File: src/rtl/avalon_msg_gen_pkg.sv
// Shared types and helpers for the Avalon-ST message generator: FSM states,
// beat/empty arithmetic and the per-lane payload byte function.
package avalon_msg_gen_pkg;

  typedef enum logic [1:0] {IDLE, SEND, DONE} gen_state_t;

  function automatic int unsigned calc_beats(input int unsigned len, input int unsigned w);
    return (len + w - 1) / w;
  endfunction

  function automatic int unsigned calc_last_empty(input int unsigned len, input int unsigned w);
    return calc_beats(len, w) * w - len;
  endfunction

  // Payload byte i of a message is pattern + i, wrapping modulo 256.
  function automatic logic [7:0] beat_byte(input int unsigned start_byte,
                                           input logic [7:0]  pattern,
                                           input int unsigned lane);
    return 8'(start_byte + 32'(pattern) + lane);
  endfunction

endpackage

File: src/rtl/avalon_st_if.sv
// Avalon-ST streaming interface: data, valid/ready handshake, sop/eop framing
// and an empty count of unused trailing bytes on the eop beat.
interface avalon_st_if #(
  parameter int DATA_WIDTH_IN_BYTES = 8
);
  localparam int EMPTY_W = (DATA_WIDTH_IN_BYTES > 1) ? $clog2(DATA_WIDTH_IN_BYTES) : 1;

  logic [8*DATA_WIDTH_IN_BYTES-1:0] data;
  logic                             valid;
  logic                             ready;
  logic                             sop;
  logic                             eop;
  logic [EMPTY_W-1:0]               empty;

  modport master (output data, valid, sop, eop, empty, input ready);
  modport slave  (input data, valid, sop, eop, empty, output ready);
endinterface

File: src/rtl/avalon_beat_builder.sv
// Combinational beat builder: lays out nvalid payload bytes big-endian starting
// at a message byte offset, zero-filling the unused trailing lanes.
module avalon_beat_builder
  import avalon_msg_gen_pkg::*;
#(
  parameter int DATA_WIDTH_IN_BYTES = 8,
  parameter int LEN_WIDTH           = 16,
  parameter int BCNT_W              = $clog2(DATA_WIDTH_IN_BYTES + 1)
) (
  input  logic [LEN_WIDTH:0]               offset,
  input  logic [7:0]                       pattern,
  input  logic [BCNT_W-1:0]                nvalid,
  output logic [8*DATA_WIDTH_IN_BYTES-1:0] data
);
  localparam int unsigned W = DATA_WIDTH_IN_BYTES;

  always_comb begin
    data = '0;
    for (int unsigned j = 0; j < W; j++) begin
      if (j < 32'(nvalid)) data[8*(W-1-j) +: 8] = beat_byte(32'(offset), pattern, j);
    end
  end

endmodule

File: src/rtl/avalon_msg_generator.sv
// Avalon-ST message generator: turns a (length, pattern) command into a framed
// stream honouring ready. Optional framing-error injection: AVALON_MSG_GEN_ERR_INJECT_EN.
module avalon_msg_generator
  import avalon_msg_gen_pkg::*;
#(
  parameter int DATA_WIDTH_IN_BYTES = 8,
  parameter int LEN_WIDTH           = 16
) (
  input  logic                 clk,
  input  logic                 rst,
  input  logic                 cmd_valid,
  output logic                 cmd_ready,
  input  logic [LEN_WIDTH-1:0] cmd_length,
  input  logic [7:0]           cmd_pattern,
`ifdef AVALON_MSG_GEN_ERR_INJECT_EN
  input  logic                 cmd_inject_missing_sop,
  input  logic                 cmd_inject_double_sop,
`endif
  avalon_st_if.master          msg,
  output logic                 busy,
  output logic                 msg_done
);
  localparam int unsigned W       = DATA_WIDTH_IN_BYTES;
  localparam int          CNT_W   = LEN_WIDTH + 1;
  localparam int          EMPTY_W = (DATA_WIDTH_IN_BYTES > 1) ? $clog2(DATA_WIDTH_IN_BYTES) : 1;
  localparam int          BCNT_W  = $clog2(DATA_WIDTH_IN_BYTES + 1);

  gen_state_t         state_p0, state_d;
  logic               cmd_ready_p0, cmd_ready_d;
  logic               busy_p0, busy_d;
  logic               done_p0, done_d;
  logic               vld_p0, vld_d;
  logic               sop_p0, sop_d;
  logic               eop_p0, eop_d;
  logic [EMPTY_W-1:0] empty_p0, empty_d;
  logic [8*W-1:0]     data_p0, data_d;
  logic [CNT_W-1:0]   beat_idx_p0, beat_idx_d;
  logic [CNT_W-1:0]   beats_p0, beats_d;
  logic [CNT_W-1:0]   off_p0, off_d;
  logic [7:0]         pat_p0, pat_d;
  logic [EMPTY_W-1:0] last_empty_p0, last_empty_d;

  logic               accept, handshake, nxt_last, first_sop, dbl_sop_p0;
  logic [CNT_W-1:0]   cmd_beats, nxt_idx, b_off;
  logic [EMPTY_W-1:0] cmd_last_empty;
  logic [7:0]         b_pat;
  logic [BCNT_W-1:0]  b_nvalid;
  logic [8*W-1:0]     b_data;

  assign accept         = cmd_valid && cmd_ready_p0 && (state_p0 != SEND);
  assign handshake      = vld_p0 && msg.ready;
  assign cmd_beats      = CNT_W'(calc_beats(32'(cmd_length), W));
  assign cmd_last_empty = EMPTY_W'(calc_last_empty(32'(cmd_length), W));
  assign nxt_idx        = beat_idx_p0 + 1'b1;
  assign nxt_last       = (nxt_idx == beats_p0 - 1'b1);

`ifdef AVALON_MSG_GEN_ERR_INJECT_EN
  assign first_sop = !cmd_inject_missing_sop;
  always_ff @(posedge clk or negedge rst) begin
    if (!rst)        dbl_sop_p0 <= 1'b0;
    else if (accept) dbl_sop_p0 <= cmd_inject_double_sop && !cmd_inject_missing_sop;
  end
`else
  assign first_sop  = 1'b1;
  assign dbl_sop_p0 = 1'b0;
`endif

  // One builder serves both the first beat (from the command) and each following beat.
  always_comb begin
    if (state_p0 == SEND) begin
      b_off    = off_p0 + CNT_W'(W);
      b_pat    = pat_p0;
      b_nvalid = nxt_last ? BCNT_W'(W) - BCNT_W'(last_empty_p0) : BCNT_W'(W);
    end else begin
      b_off    = '0;
      b_pat    = cmd_pattern;
      b_nvalid = (cmd_beats == CNT_W'(1)) ? BCNT_W'(W) - BCNT_W'(cmd_last_empty) : BCNT_W'(W);
    end
  end

  avalon_beat_builder #(
    .DATA_WIDTH_IN_BYTES (DATA_WIDTH_IN_BYTES),
    .LEN_WIDTH           (LEN_WIDTH),
    .BCNT_W              (BCNT_W)
  ) u_builder (
    .offset  (b_off),
    .pattern (b_pat),
    .nvalid  (b_nvalid),
    .data    (b_data)
  );

  always_comb begin
    state_d      = state_p0;
    cmd_ready_d  = cmd_ready_p0;
    busy_d       = busy_p0;
    done_d       = 1'b0;
    vld_d        = vld_p0;
    sop_d        = sop_p0;
    eop_d        = eop_p0;
    empty_d      = empty_p0;
    data_d       = data_p0;
    beat_idx_d   = beat_idx_p0;
    beats_d      = beats_p0;
    off_d        = off_p0;
    pat_d        = pat_p0;
    last_empty_d = last_empty_p0;
    case (state_p0)
      IDLE, DONE: begin
        state_d     = IDLE;
        cmd_ready_d = 1'b1;
        busy_d      = 1'b0;
        if (accept) begin
          pat_d        = cmd_pattern;
          beats_d      = cmd_beats;
          last_empty_d = cmd_last_empty;
          off_d        = '0;
          beat_idx_d   = '0;
          if (cmd_length == '0) begin
            state_d = DONE;
            done_d  = 1'b1;
          end else begin
            state_d     = SEND;
            cmd_ready_d = 1'b0;
            busy_d      = 1'b1;
            vld_d       = 1'b1;
            sop_d       = first_sop;
            eop_d       = (cmd_beats == CNT_W'(1));
            empty_d     = (cmd_beats == CNT_W'(1)) ? cmd_last_empty : '0;
            data_d      = b_data;
          end
        end
      end
      SEND: begin
        if (handshake) begin
          if (eop_p0) begin
            state_d     = DONE;
            done_d      = 1'b1;
            cmd_ready_d = 1'b1;
            busy_d      = 1'b0;
            vld_d       = 1'b0;
            sop_d       = 1'b0;
            eop_d       = 1'b0;
            empty_d     = '0;
            data_d      = '0;
          end else begin
            beat_idx_d = nxt_idx;
            off_d      = b_off;
            data_d     = b_data;
            sop_d      = dbl_sop_p0 && (beat_idx_p0 == '0);
            eop_d      = nxt_last;
            empty_d    = nxt_last ? last_empty_p0 : '0;
          end
        end
      end
      default: state_d = IDLE;
    endcase
  end

  // Stage p0: every output and all message context are registered here.
  always_ff @(posedge clk or negedge rst) begin
    if (!rst) begin
      state_p0      <= IDLE;
      cmd_ready_p0  <= 1'b0;
      busy_p0       <= 1'b0;
      done_p0       <= 1'b0;
      vld_p0        <= 1'b0;
      sop_p0        <= 1'b0;
      eop_p0        <= 1'b0;
      empty_p0      <= '0;
      data_p0       <= '0;
      beat_idx_p0   <= '0;
      beats_p0      <= '0;
      off_p0        <= '0;
      pat_p0        <= '0;
      last_empty_p0 <= '0;
    end else begin
      state_p0      <= state_d;
      cmd_ready_p0  <= cmd_ready_d;
      busy_p0       <= busy_d;
      done_p0       <= done_d;
      vld_p0        <= vld_d;
      sop_p0        <= sop_d;
      eop_p0        <= eop_d;
      empty_p0      <= empty_d;
      data_p0       <= data_d;
      beat_idx_p0   <= beat_idx_d;
      beats_p0      <= beats_d;
      off_p0        <= off_d;
      pat_p0        <= pat_d;
      last_empty_p0 <= last_empty_d;
    end
  end

  assign cmd_ready = cmd_ready_p0;
  assign busy      = busy_p0;
  assign msg_done  = done_p0;
  assign msg.valid = vld_p0;
  assign msg.sop   = sop_p0;
  assign msg.eop   = eop_p0;
  assign msg.empty = empty_p0;
  assign msg.data  = data_p0;

endmodule
File: src/flat_wrapper.sv
// flat-port wrapper written by rule: the top's interface ports become plain ports
module avalon_msg_generator_flat import avalon_msg_gen_pkg::*;
#(
  parameter int DATA_WIDTH_IN_BYTES = 8,
  parameter int LEN_WIDTH           = 16
)
  (clk, rst, cmd_valid, cmd_ready, cmd_length, cmd_pattern, busy, msg_done, msg_data, msg_valid, msg_sop, msg_eop, msg_empty, msg_ready);
  avalon_st_if #(.DATA_WIDTH_IN_BYTES(DATA_WIDTH_IN_BYTES)) msg_i ();
  input  logic clk;
  input  logic rst;
  input  logic cmd_valid;
  output logic cmd_ready;
  input  logic [LEN_WIDTH-1:0] cmd_length;
  input  logic [7:0] cmd_pattern;
  output logic busy;
  output logic msg_done;
  output wire logic [$bits(msg_i.data)-1:0] msg_data;
  output wire logic [$bits(msg_i.valid)-1:0] msg_valid;
  output wire logic [$bits(msg_i.sop)-1:0] msg_sop;
  output wire logic [$bits(msg_i.eop)-1:0] msg_eop;
  output wire logic [$bits(msg_i.empty)-1:0] msg_empty;
  input wire logic [$bits(msg_i.ready)-1:0] msg_ready;
  assign msg_data = msg_i.data;
  assign msg_valid = msg_i.valid;
  assign msg_sop = msg_i.sop;
  assign msg_eop = msg_i.eop;
  assign msg_empty = msg_i.empty;
  assign msg_i.ready = msg_ready;
  avalon_msg_generator #(.DATA_WIDTH_IN_BYTES(DATA_WIDTH_IN_BYTES), .LEN_WIDTH(LEN_WIDTH)) u_core (.clk(clk), .rst(rst), .cmd_valid(cmd_valid), .cmd_ready(cmd_ready), .cmd_length(cmd_length), .cmd_pattern(cmd_pattern), .msg(msg_i), .busy(busy), .msg_done(msg_done));
endmodule
File: config.mk
export PLATFORM = sky130hd
export DESIGN_NAME = avalon_msg_generator_flat
export DESIGN_NICKNAME = d
export VERILOG_FILES = /design/src/rtl/avalon_msg_gen_pkg.sv /design/src/rtl/avalon_st_if.sv /design/src/rtl/avalon_beat_builder.sv /design/src/rtl/avalon_msg_generator.sv /design/src/flat_wrapper.sv
export SDC_FILE = /design/constraint.sdc
export NUM_CORES = 1
export LEC_CHECK = 0
export CORE_MARGIN = 2
export CORE_UTILIZATION = 55
export DETAILED_ROUTE_END_ITERATION = 16
export PLACE_DENSITY = 0.79
export SKIP_LAST_GASP = 1
export SLEW_MARGIN = 5
export SYNTH_ARGS = -nofsm -noshare
export SYNTH_HDL_FRONTEND = slang
export SYNTH_SLANG_ARGS = --single-unit
File: constraint.sdc
create_clock -name clk -period 5.2 [get_ports clk]
set_clock_uncertainty 0.05 [all_clocks]
set_input_delay 0.78 -clock clk [delete_from_list [all_inputs] [get_ports clk]]
set_output_delay 0.78 -clock clk [all_outputs]
set_load 0.02 [all_outputs]
==> impl_metrics.env <==
export IMPL_crit_fanout=9
export IMPL_postRouteAntennaNets=0
export IMPL_grt_overflow=0
export IMPL_drive_gt1_share_pct=6.707
export IMPL_final_cell_mix="156 x nand2_1, 125 x dfrtp_1, 99 x clkdlybuf4s50_1, 89 x o21ai_0, 64 x nor2_1"
export IMPL_htree_levels=4
export IMPL_power_leakage_uw=0.004094
export IMPL_hp_class="in2async"
export IMPL_post_cts_resized=0
export IMPL_synth_warnings=0
export IMPL_max_stage_delay_ns=0.79
export IMPL_fin_nets=1039
export IMPL_synth_cell_area_um2=7838
export IMPL_die_h_um=123.4
export IMPL_wl_per_cell_um=18.99
export IMPL_synth_cell_types=71
export IMPL_drt_iter0_drc=683
export IMPL_maxCapViolCount=0
export IMPL_crit_buf_inv=2
export IMPL_setup_tns_ns=0
export IMPL_rsz0062_at_grt="false"
export IMPL_cts_sinks=125
export IMPL_cts_tree="yes"
export IMPL_min_period_ns=4.699
export IMPL_arrival_ns=4.98
export IMPL_ios=101
export IMPL_grt_max_degree=49
export IMPL_async_reset_ff_share_pct=100.0
export IMPL_grt_pass1_vias=7027
export IMPL_drc=0
export IMPL_worstPathRequired_ns=5.48
export IMPL_num_vias=7261
export IMPL_initial_core_util_pct=56.46
export IMPL_syn_num_nets=951
export IMPL_antenna_cells=0
export IMPL_worst_pin_slew_ns=1.321
export IMPL_areaGrowthSynthToFinish_pct=22.57
export IMPL_slew_viol_final=0
export IMPL_whs_ns=0.2621
export IMPL_pre_cts_ws_ns=0.1403
export IMPL_die_area_um2=15220
export IMPL_core_area_um2=13880
export IMPL_final_area_um2=9607
export IMPL_cp_slowest_cell="a2111oi_2"
export IMPL_antenna_found_initial=0
export IMPL_rows=43
export IMPL_clockBufferDepth=2
export IMPL_insertion_delay_ns=0.42
export IMPL_cts_buffers=17
export IMPL_maxSlewHeadroom_pct=11.82
export IMPL_post_route_period_util_pct=90.37
export IMPL_gp_congestion=0.9375
export IMPL_hold_viol=0
export IMPL_postSynthCellCount=899
export IMPL_grt_pass1_wl_mm=36.42
export IMPL_fill_cells=1123
export IMPL_place_area_um2=9004
export IMPL_peakVddDrop_mv=0.4618
export IMPL_fp_dieW_um=123.4
export IMPL_yosysSeqAreaShare_pct=39.91
export IMPL_synth_edf_count=0
export IMPL_drt_pass1_iter_count=6
export IMPL_setup_viol=0
export IMPL_path_clk_slew_ns=0.05
export IMPL_final_common_cell="nand2_1"
export IMPL_cp_common_cell="a2111oi_2"
export IMPL_syn_avg_cell_area_um2=8.718
export IMPL_track_usage_pct=31.01
export IMPL_portBuffers=100
export IMPL_fin_ws_ns=0.5006
export IMPL_status="finished, final reports clean"
export IMPL_synthFlopType="dfrtp_1"
export IMPL_power_density_nw_per_um2=704.4
export IMPL_cts_hold_buf=0
export IMPL_r2r_slack_ns=1.09
export IMPL_wirelength_mm=22.39
export IMPL_critPathKind="in2reg"
export IMPL_endpoint_kind="flop"
export IMPL_cp_top_family="compound AO/OA/AOI/OAI gates"
export IMPL_cts_root_buf="clkbuf_16"
export IMPL_fmax_mhz=212.8
export IMPL_dpl_hpwl_mm=15.74
export IMPL_ys_ff_latch=125
export IMPL_crit_chain="clkdlybuf4s50_1 -> inv_1 -> ha_1 -> nor2b_1 -> nor3_1 -> nand4bb_1 -> a2111oi_2 -> nand3_1 -> a2111oi_2 -> o211ai_1 -> o21ai_0"
export IMPL_cts_setup_buffers=0
export IMPL_viasPerCell=6.159
export IMPL_critPathLaunchType="input pin"
==> path summary, 6_finish.rpt <==
check | from | endpoint | depth (start not counted)
max in group asynchronous | rst | u_core.msg.data[52]$_DFFE_PN0P_ | 2
hold reg to reg | u_core.msg.data[57]$_DFFE_PN0P_ | u_core.msg.data[57]$_DFFE_PN0P_ | 2
setup / recovery | cmd_length[0] | u_core.msg.data[15]$_DFFE_PN0P_ | 11
min in group clk | u_core.msg.data[57]$_DFFE_PN0P_ | u_core.msg.data[57]$_DFFE_PN0P_ | 2
setup reg to reg | u_core.state_p0[0]$_DFFE_PN0P_ | u_core.msg.data[15]$_DFFE_PN0P_ | 13
hold / removal | rst | u_core.beat_idx_p0[2]$_DFFE_PN0P_ | 1
==> registers in the layout (all words and copies together) (netlist names) <==
name,cells
u_core.msg.data,64
u_core.beat_idx_p0,17
u_core.beats_p0,14
u_core.off_p0,8
u_core.pat_p0,8
u_core.last_empty_p0,3
u_core.msg.empty,3
u_core.state_p0,2
u_core.busy,1
u_core.cmd_ready,1
u_core.msg.eop,1
u_core.msg.sop,1
u_core.msg.valid,1
u_core.msg_done,1
==> cell type report <==
class                      count  area (um2)  area share (%)
sequential                   125        3128           32.56
timing repair buffer         117        1126           11.72
clock buffer                  25       495.5           5.158
multi-input combinational    705        4446           46.28
clock inverter                 6       107.6           1.120
inverter                      21       78.83          0.8205
tap                          180       225.2           2.344
==> metal layers <==
layer,up-vias,share of wire [%],wire [um],GRT usage [%]
met5,-,0,0,0
met4,0,2.3,508,10.58
met3,48,6.6,1474,6.596
met2,309,47,10510,48.35
met1,3534,44,9903,43.01
li1,3370,-,-,-
==> cell usage after synthesis (6+ instances only) <==
cell	n	share of area [%]
xnor3_1	6	1.7
o21ai_0	89	5.7
o31ai_1	24	2.3
and3_1	9	0.72
xnor2_1	51	5.7
or4_1	6	0.57
and2_1	13	1.0
nand4_1	17	1.4
a21oi_1	23	1.5
nor2_1	64	3.1
dfrtp_1	125	40
or3_1	8	0.64
nor3_1	25	1.6
or2_2	6	0.48
xor2_1	34	3.8
nor4_1	18	1.4
a22o_1	12	1.3
nand3_1	21	1.3
inv_1	21	1.0
a21o_1	7	0.67
clkbuf_1	43	2.1
ha_1	23	3.7
nand2_1	156	7.5
a22oi_1	8	0.77
==> per-stage QoR <==
step	util, %	instances	power (uW)
floorplan	-	899	4139
global placement	64.86	1148	5383
detailed placement	64.86	1148	5457
CTS	69.21	1179	6723
global route	69.21	1179	7210
finish	69.21	1179	6767
==> report_power, final <==
group | switching [uW] | total, uW | internal, uW
sequential | 302 | 1660 | 1360
clock | 423 | 1220 | 800
combinational | 2300 | 3890 | 1580
total | 3030 | 6770 | 3740
==> cell families (layout without fill, tap and decap cells) <==
family                     after synthesis  in the layout  synth area share [%]
xor gates and xnor gates                92             92                 11.53
muxes                                    4              4                0.5428
buffers and inverters                   69            169                 3.384
and+or+nand+nor                        372            372                 23.02
AOI/OAI and AO/OA                      213            213                 17.69
adders and majority gates               24             24                 3.927
DFF                                    125            125                 39.91
Note: power is estimated with default switching activity, not from simulation.
